[config.mk]
export PLATFORM = sky130hd
export DESIGN_NAME = des_key_sched
export DESIGN_NICKNAME = d
export VERILOG_FILES = /design/src/rtl/des_key_pkg.sv /design/src/rtl/des_key_pc2.sv /design/src/rtl/des_key_sched.sv
export SDC_FILE = /design/constraint.sdc
export NUM_CORES = 2
export LEC_CHECK = 0
export BUFFER_PORTS_ARGS = -buffer_cell sky130_fd_sc_hd__buf_2
export CAP_MARGIN = 20
export CORE_UTILIZATION = 40
export DETAILED_ROUTE_END_ITERATION = 8
export PLACE_DENSITY = 0.6
export SETUP_SLACK_MARGIN = 0.02
export SYNTH_ARGS = -nofsm -noshare
export SYNTH_HDL_FRONTEND = slang
export SYNTH_SLANG_ARGS = --single-unit
[constraint.sdc]
create_clock -name clk_in -period 4.85 [get_ports clk_in]
set_input_delay 0.2425 -clock clk_in [delete_from_list [all_inputs] [get_ports clk_in]]
set_output_delay 0.2425 -clock clk_in [all_outputs]
set_load 0.01 [all_outputs]
[src/rtl/des_key_pkg.sv]
// des_key_pkg: shared DES key-schedule types, permutation tables and helpers.
//   subkey_t      : 48-bit round subkey
//   PC1 / PC2     : permuted-choice tables, 1-based DES bit numbers
//   SHIFT         : per-round left-rotation amount of each 28-bit half
//   odd_parity_ok : 1 when every key byte has odd popcount
//   pc1_perm      : PC-1 of a 64-bit key (bit 63 = DES bit 1) -> {C, D}
//   rol28         : left rotation of a 28-bit half by one or two places
package des_key_pkg;

    localparam int NUM_ROUNDS = 16;

    typedef logic [47:0] subkey_t;

    localparam int PC1 [56] = '{
        57, 49, 41, 33, 25, 17,  9,  1, 58, 50, 42, 34, 26, 18,
        10,  2, 59, 51, 43, 35, 27, 19, 11,  3, 60, 52, 44, 36,
        63, 55, 47, 39, 31, 23, 15,  7, 62, 54, 46, 38, 30, 22,
        14,  6, 61, 53, 45, 37, 29, 21, 13,  5, 28, 20, 12,  4
    };

    localparam int PC2 [48] = '{
        14, 17, 11, 24,  1,  5,  3, 28, 15,  6, 21, 10,
        23, 19, 12,  4, 26,  8, 16,  7, 27, 20, 13,  2,
        41, 52, 31, 37, 47, 55, 30, 40, 51, 45, 33, 48,
        44, 49, 39, 56, 34, 53, 46, 42, 50, 36, 29, 32
    };

    localparam int SHIFT [16] = '{1, 1, 2, 2, 2, 2, 2, 2, 1, 2, 2, 2, 2, 2, 2, 1};

    function automatic logic odd_parity_ok(input logic [63:0] key);
        logic ok;
        ok = 1'b1;
        for (int b = 0; b < 8; b++) ok = ok & (^key[8*b +: 8]);
        return ok;
    endfunction

    // DES bit n (1-based, MSB first) lives at vector index 64-n.
    function automatic logic [55:0] pc1_perm(input logic [63:0] key);
        logic [55:0] r;
        for (int j = 0; j < 56; j++) r[55-j] = key[64-PC1[j]];
        return r;
    endfunction

    function automatic logic [27:0] rol28(input logic [27:0] v, input logic two);
        return two ? {v[25:0], v[27:26]} : {v[26:0], v[27]};
    endfunction

endpackage

[src/rtl/des_key_pc2.sv]
// des_key_pc2: PC-2 compression of the rotated C/D register pair.
//   cd     : {C, D}, 56 bits, cd[55] = C bit 1
//   subkey : 48-bit round subkey, subkey[47] = subkey bit 1
module des_key_pc2
    import des_key_pkg::*;
(
    input  logic [55:0] cd,
    output subkey_t     subkey
);

    for (genvar j = 0; j < 48; j++) begin : g_bit
        assign subkey[47-j] = cd[56-PC2[j]];
    end

endmodule

[src/rtl/des_key_sched.sv]
// des_key_sched: iterative DES key schedule with NUM_SLOTS subkey slots.
//   Load side : key_in / key_slot_in / verify_in with key_in_valid/key_in_ready
//               handshake; key_done_out and key_err_out are one-cycle pulses;
//               slot_valid_out flags slots whose 16 subkeys are complete.
//   Read side : rd_valid_in / rd_slot_in / rd_round_in / rd_decrypt_in, answered
//               one cycle later on key_out / key_out_valid / key_miss_out.
module des_key_sched
    import des_key_pkg::*;
#(
    parameter int NUM_SLOTS    = 2,
    parameter int CHECK_PARITY = 1,
    parameter int SLOT_W       = (NUM_SLOTS > 1) ? $clog2(NUM_SLOTS) : 1
) (
    input  logic                 clk_in,
    input  logic                 rst_in,
    input  logic [63:0]          key_in,
    input  logic [SLOT_W-1:0]    key_slot_in,
    input  logic                 verify_in,
    input  logic                 key_in_valid,
    output logic                 key_in_ready,
    output logic                 key_done_out,
    output logic                 key_err_out,
    output logic [NUM_SLOTS-1:0] slot_valid_out,
    input  logic                 rd_valid_in,
    input  logic [SLOT_W-1:0]    rd_slot_in,
    input  logic [3:0]           rd_round_in,
    input  logic                 rd_decrypt_in,
    output logic [47:0]          key_out,
    output logic                 key_out_valid,
    output logic                 key_miss_out
);

    localparam logic [0:0] ST_IDLE = 1'b0;
    localparam logic [0:0] ST_GEN  = 1'b1;

    // Slot indices are compared one bit wider so a non-power-of-two slot
    // count still rejects the unused codes.
    localparam logic [SLOT_W:0] SLOT_LIM = NUM_SLOTS[SLOT_W:0];

    logic [0:0]           state;
    logic [3:0]           cnt;
    logic [27:0]          c_q, d_q, c_rot, d_rot;
    logic [SLOT_W-1:0]    gen_slot;
    logic [NUM_SLOTS-1:0] slot_valid;
    logic [55:0]          pc1_key;
    logic                 accept, par_fail, shift2, gen_slot_ok, rd_slot_ok, rd_hit;
    logic [3:0]           rd_idx;
    subkey_t              gen_key;
    subkey_t              store [NUM_SLOTS][NUM_ROUNDS];

    assign key_in_ready   = (state == ST_IDLE);
    assign slot_valid_out = slot_valid;
    assign accept         = key_in_valid && key_in_ready;
    assign par_fail       = (CHECK_PARITY != 0) && verify_in && !odd_parity_ok(key_in);
    assign pc1_key        = pc1_perm(key_in);

    // The counter names the subkey being produced this cycle, so the
    // rotation for that round is applied combinationally ahead of PC-2.
    assign shift2 = (SHIFT[cnt] == 2);
    assign c_rot  = rol28(c_q, shift2);
    assign d_rot  = rol28(d_q, shift2);

    des_key_pc2 u_pc2 (
        .cd     ({c_rot, d_rot}),
        .subkey (gen_key)
    );

    assign gen_slot_ok = ({1'b0, gen_slot} < SLOT_LIM);
    assign rd_slot_ok  = ({1'b0, rd_slot_in} < SLOT_LIM);
    // 15 - r on a 4-bit index is a bitwise inversion.
    assign rd_idx      = rd_decrypt_in ? ~rd_round_in : rd_round_in;
    assign rd_hit      = rd_slot_ok && slot_valid[rd_slot_in];

    always_ff @(posedge clk_in or posedge rst_in) begin
        if (rst_in) begin
            state        <= ST_IDLE;
            cnt          <= '0;
            c_q          <= '0;
            d_q          <= '0;
            gen_slot     <= '0;
            slot_valid   <= '0;
            key_done_out <= 1'b0;
            key_err_out  <= 1'b0;
        end else begin
            key_done_out <= 1'b0;
            key_err_out  <= 1'b0;
            if (state == ST_IDLE) begin
                if (accept) begin
                    if ({1'b0, key_slot_in} < SLOT_LIM) slot_valid[key_slot_in] <= 1'b0;
                    if (par_fail) begin
                        key_err_out <= 1'b1;
                    end else begin
                        c_q      <= pc1_key[55:28];
                        d_q      <= pc1_key[27:0];
                        cnt      <= '0;
                        gen_slot <= key_slot_in;
                        state    <= ST_GEN;
                    end
                end
            end else begin
                c_q <= c_rot;
                d_q <= d_rot;
                cnt <= cnt + 4'd1;
                if (cnt == 4'd15) begin
                    state        <= ST_IDLE;
                    key_done_out <= 1'b1;
                    if (gen_slot_ok) slot_valid[gen_slot] <= 1'b1;
                end
            end
        end
    end

    // Subkey storage keeps its contents through reset; only the valid bits
    // say whether a slot may be read.
    always_ff @(posedge clk_in) begin
        if (state == ST_GEN && gen_slot_ok) store[gen_slot][cnt] <= gen_key;
    end

    // Reads see slot_valid as it was before the edge: a read racing the
    // done edge misses, a read racing a new load still gets the old data.
    always_ff @(posedge clk_in or posedge rst_in) begin
        if (rst_in) begin
            key_out       <= '0;
            key_out_valid <= 1'b0;
            key_miss_out  <= 1'b0;
        end else begin
            key_out_valid <= rd_valid_in;
            key_miss_out  <= rd_valid_in && !rd_hit;
            if (rd_valid_in) key_out <= rd_hit ? store[rd_slot_in][rd_idx] : '0;
        end
    end

endmodule
### Yosys cells after proc, flatten, opt, wreduce, memory -nomap -nowiden

Memories as Yosys holds them, arrays and structs flattened.
Index checks and enable logic that the tools add are counted.

| cells by class | value |
|---|---|
| muxes and demuxes | 40 |
| $mul | 0 |
| divide/modulo/power cells | 0 |
| bitwise gates (word level) | 15 |
| order comparisons | 8 |
| shift operators | 0 |
| reductions and logical operators | 20 |
| add/subtract/negate cells | 1 |
| equal/unequal tests | 4 |

Operators by type and width:

| kind | number |
|---|---|
| 768-bit 2-to-1 mux | 1 |
| 28-bit 2-to-1 mux | 8 |
| 48-bit binary-select mux with 4-bit select | 1 |
| 48-bit demux with 4-bit select | 1 |
| 48-bit 2-to-1 mux | 4 |
| 32-bit 2-to-1 mux | 2 |
| 8-bit parity | 8 |
| 32-bit by 3-bit equality test with 1-bit output (second input constant) | 1 |
| 4-bit 2-to-1 mux | 4 |
| 1-bit 2-to-1 mux | 14 |
| 5-bit greater-or-equal comparator (second input constant) | 2 |
| 4-bit inverter with 5-bit output | 2 |
| 1-bit AND | 7 |
| 1-bit logical AND | 6 |
| 1-bit by 2-bit < comparator with 1-bit output (second input constant) | 3 |
| 2-bit 2-to-1 mux | 3 |
| 5-bit by 1-bit < comparator with 1-bit output (second input constant) | 1 |
| 4-bit by 1-bit adder with 4-bit output (second input constant) | 1 |
| 4-bit equality test (second input constant) | 1 |
| 4-bit inverter | 1 |
| 2-bit AND reduction | 2 |
| 3-bit AND reduction | 1 |
| 2-bit AND | 1 |
| 1-bit demux with 1-bit select | 2 |
| other kinds (8) | 11 |

| word-level totals | value |
|---|---|
| bits in writable memories | 1,536 |
| register bits | 116 |
| bits in latches | 0 |
| ROM bits | 512 |
| memories | 2 |
| output and inout port bits | 55 |
| input port bits | 76 |
| logic and storage cells | 101 |

Memory list:

| memory | depth | width | rd ports | clocked after Yosys merged registers in | write ports | RTL line | RTL |
|---|---|---|---|---|---|---|---|
| store | 2 | 768 | 1 | 0 | 1 | des_key_sched.sv:49 | `subkey_t store [NUM_SLOTS][NUM_ROUNDS];` |
| (no name shown) | 16 | 32 | 1 | 0 | 0 | des_key_sched.sv:59 | `assign shift2 = (SHIFT[cnt] == 2);` |

### Depth between registers and ports, before layout

| depth | value |
|---|---|
| word-level depth | 13 |
| depth in mapped cells | 13 |
| mapped depth without buffers | 7 |

### Hierarchy

Synthesis repeated with hierarchy kept, for this count alone.

| second synthesis, totals | value |
|---|---|
| cell total of the unflattened synthesis | 3,479 |
| area, all modules | 67,853.8 µm² |

By module, submodules not included:

| module | seq. area each (µm²) | cells an instance | area an instance (µm²) | times used |
|---|---|---|---|---|
| des_key_sched | 49,027.0 | 3,431 | 67,493.5 | 1 |
| des_key_pc2 | 0.0 | 48 | 360.3 | 1 |

### Worst setup path before layout

OpenSTA, ideal clock, no wires.

| timing path | value |
|---|---|
| path type | reg-to-reg |
| from | reg state |
| to | mem store[0][48] (netlist name) (enable) |
| period minus slack after synthesis | 4.906 ns |
| path buffers | 2 |
| path slack | -0.056 ns |
| data required time | 4.337 ns |
| data arrival time | 4.393 ns |
| setup time | 0.513 ns |
| cell stages (with the launch flop) | 5 |
| cell sequence | dfrtp_1 -> clkbuf_1 -> clkbuf_1 -> nand2_1 -> nor3_1 |

| between the ends | value |
|---|---|
| word-level cells in the longest chain between the ends | 2 |

RTL lines:

| what | RTL line | RTL |
|---|---|---|
| start: declaration | des_key_sched.sv:40 | `logic [0:0] state;` |
| start signal: assignment | des_key_sched.sv:76 | `state <= ST_IDLE;` |
| start signal: assignment | des_key_sched.sv:97 | `state <= ST_GEN;` |
| start signal: assignment | des_key_sched.sv:105 | `state <= ST_IDLE;` |
| 1-bit 2-to-1 mux | des_key_sched.sv:116 | `if (state == ST_GEN && gen_slot_ok) store[gen_slot][cnt] <= gen_key;` |
| 768-bit 2-to-1 mux (not written as such) | des_key_sched.sv:116 |  |
| end: declaration | des_key_sched.sv:49 |  |

No other way between the ends.

### Final worst setup path

| timing path | value |
|---|---|
| from | reg state |
| to | mem store[1][377] (netlist name) (enable) |

Same word-level chain as after synthesis.

==> key figures <==
Clock tree
  • Post-CTS Resized: 0
  • CTS root buf: clkbuf_16
  • Post-CTS setup buffers: 0
  • Hold buffer count at cts: 61
  • CTS tree: built
  • Sink Count: 1652
  • Cts bufs inserted: 170
  • H-tree levels: 4
  • Clock slew at reported path FFs: 0.06 ns
  • Clock Latency Late Sink: 0.82 ns
  • Clock Tree Buf Depth: 3

Job
  • Number of max-cap violations: 0

Synthesis
  • Synth top area share: 68.5%
  • Post-Syn Area: 67300 µm²
  • Ys async rst share: 7.02%
  • Cell with the most instances after synthesis: edfxtp_1
  • Sequential share of the synthesized area: 72.8%
  • Post-synth EDFFs: 1536
  • Avg Cell Area, Syn: 19.8 µm²
  • Cells after Synth: 3400
  • Post-synth top cells: 1536 x edfxtp_1, 511 x mux4_2, 145 x nand2_1
  • Yosys top cell by area: edfxtp_1
  • Yosys cell types: 41
  • Syn Nets: 3480
  • Main synth FF type: edfxtp_1
  • Synthesis Warnings: 0
  • Synth Register Bits: 1652
  • Largest cells by area after synthesis: edfxtp_1 68%, mux4_2 17%, dfrtp_1 4.3%

Detailed routing
  • Vias: 35900
  • Metal2 WL: 84.4 mm
  • Met1 Routed Length: 77.9 mm
  • DR top layer: met4
  • Post-route ant nets: 0
  • Wire per inst: 30.5 µm
  • WL met3: 16.4 mm
  • Vias per Instance: 5.97
  • TritonRoute pass-1 iters: 6
  • DRC Markers: 0
  • Initial DRC count: 4117
  • WL final: 183 mm

Final layout
  • Multi-input logic area: 17400 µm²
  • Storage cell area: 49000 µm²
  • Nets@finish: 3731
  • FILL cells: 13800
  • Layout cell share with drive strength beyond 1: 28.9%
  • Area Growth Syn to Fin: 15.1%

Place
  • Post-DP HPWL: 104 mm
  • PortBufs: 130
  • DP Worst Slack: 1.45 ns
  • GP Congestion: 0.814

STA
  • Max_slew headroom: 25.3%
  • Fin. Hold Viols: 0
  • Slew @ Worst Pin: 1.12 ns
  • Final setup viols: 0
  • Setup_tns: 0 ns
  • Final Cycle Share: 65.2%
  • Final Skew: 0.0255 ns
  • RSZ-0062 raised after global routing: false
  • Max Clock Freq: 316 MHz
  • Max-slew violations: 0
  • Worst setup margin: 1.69 ns
  • Crit path time final: 3.16 ns

Die
  • Die W: 412 µm
  • Rows: 150
  • Die extent in y: 412 µm
  • Die area: 170000 µm²
  • Ports: 131
  • Core Footprint: 167000 µm²
  • Initial Utilization: 40.3%

Critical path
  • Crit end category: register
  • CP Buf/Inv Count: 1
  • CP peak stage delay: 0.99 ns
  • Crit-path max FO: 33
  • Worst EP arrival: 3.63 ns
  • Critical path's slowest cell: nor2_4
  • CP Launch Type: register
  • Required @ worst endpoint: 5.31 ns
  • Reg2reg setup slack: 1.69 ns
  • Critical Path, Cell by Cell: nand2_1 -> nor2_4 -> buf_4
  • Worst Setup Path Type: register to register
  • CP top delay family: simple AND/OR/NAND/NOR gates

GRT
  • First-pass GRT wire length: 261 mm
  • Vias in the first global route: 35900
  • Largest net degree at the start of global routing: 86
  • GRT Total Usage: 21.7%
  • Initial antenna violation count: 10
  • Grt ovf: 0

Power and ir drop
  • VDD IR-drop max: 0.000527 V
  • Power per cell area: 572 nW/µm²
  • Leakage power: 24.7 nW

Min path
  • Hold WC Path Type: input port to async pin

Run status
  • Status: finished clean
[state kept, by name (all words and copies together), names as in the netlist, 2 cells and up]
name            cells
key_out            48
d_q                28
slot_valid_out      2
store            1536
c_q                28
cnt                 4
[stage by stage]
step / hold WS [ns] / util (%) / instance area (µm²) / instances / total power [mW]
after detailed placement: 0.482 / 42.7 / 71400 / 5622 / 31.8
after global routing: 0.221 / 46.3 / 77500 / 6003 / 45.9
after CTS: 0.155 / 46.3 / 77500 / 6003 / 44.6
final: 0.166 / 46.3 / 77500 / 6005 / 44.3
after global placement: 0.495 / 42.7 / 71400 / 5621 / 31.5
after floorplan: 0.274 / - / 67300 / 3400 / 27.1
[cells by family (layout without fill, tap and decap cells)]
logic type               count (synthesis)  count (layout)  synth area share, %
flip-flops                            1652            1652                 72.8
buffers and inverters                  280             679                 1.82
AND/OR/NAND/NOR                        406             406                 2.52
XOR/XNOR                                64              64                0.871
multiplexers                           604             604                 18.6
AO/OA/AOI/OAI                          390             390                 3.34
other                                    0               2                    0
adder cells (fa/ha/maj)                  4               4               0.0743
[worst paths after layout]
check / startpoint / cells after the start / to
hold reg to reg: key_out[8]$_DFFE_PP0P_ / 2 / key_out[8]$_DFFE_PP0P_
hold / removal: rst_in / 3 / d_q[19]$_DFFE_PP0P_
max in group asynchronous: rst_in / 4 / key_out[10]$_DFFE_PP0P_
min in group clk_in: rd_slot_in / 5 / key_out[0]$_DFFE_PP0P_
setup reg to reg: state$_DFF_PP0_ / 3 / store[1][377]$_DFFE_PP_
setup / recovery: state$_DFF_PP0_ / 3 / store[1][377]$_DFFE_PP_
[power breakdown]
| part | switching, mW | leakage (nW) | internal, mW |
|---|---|---|---|
| sequential | 0.842 | 15.1 | 21.0 |
| clock | 5.50 | 2.68 | 7.37 |
| combinational | 7.13 | 6.90 | 2.49 |
| total | 13.5 | 24.7 | 30.8 |
[worst register-to-register path: stages, from the launching register on]
cell,delay (ns)
dfrtp_2,0.72
nand2_1,0.60
nor2_4,1.00
buf_4,0.46
[placed cells by master, fill, tap and decap left out, types with 42 or more instances in the layout]
cell / n
a21oi_1: 97
a31oi_1: 57
buf_2: 126
buf_4: 81
clkbuf_1: 48
clkbuf_16: 172
dfrtp_1: 115
dlygate4sd3_1: 61
edfxtp_1: 1536
inv_1: 52
mux2_2: 51
mux2i_1: 42
mux4_2: 511
nand2_1: 143
nand3_1: 67
nor2_1: 104
nor3_1: 47
o21ai_0: 113
o22ai_1: 47
xnor2_1: 49
[final cells by class]
type	instances	share of cell area, %
clock buffer	231	5.98
clock inverter	89	1.09
multi-input combinational	1468	22.5
antenna	2	0.00646
inverter	54	0.268
tap	2204	3.56
timing repair buffer	305	3.32
sequential	1652	63.3
[routing by layer]
layer / global-route usage, % / up-vias
li1: - / 14600
met1: 31.9 / 19400
met2: 32.8 / 1642
met3: 4.44 / 256
met4: 6.06 / 0
met5: 0 / -
Power figures use the tool's default switching activity.
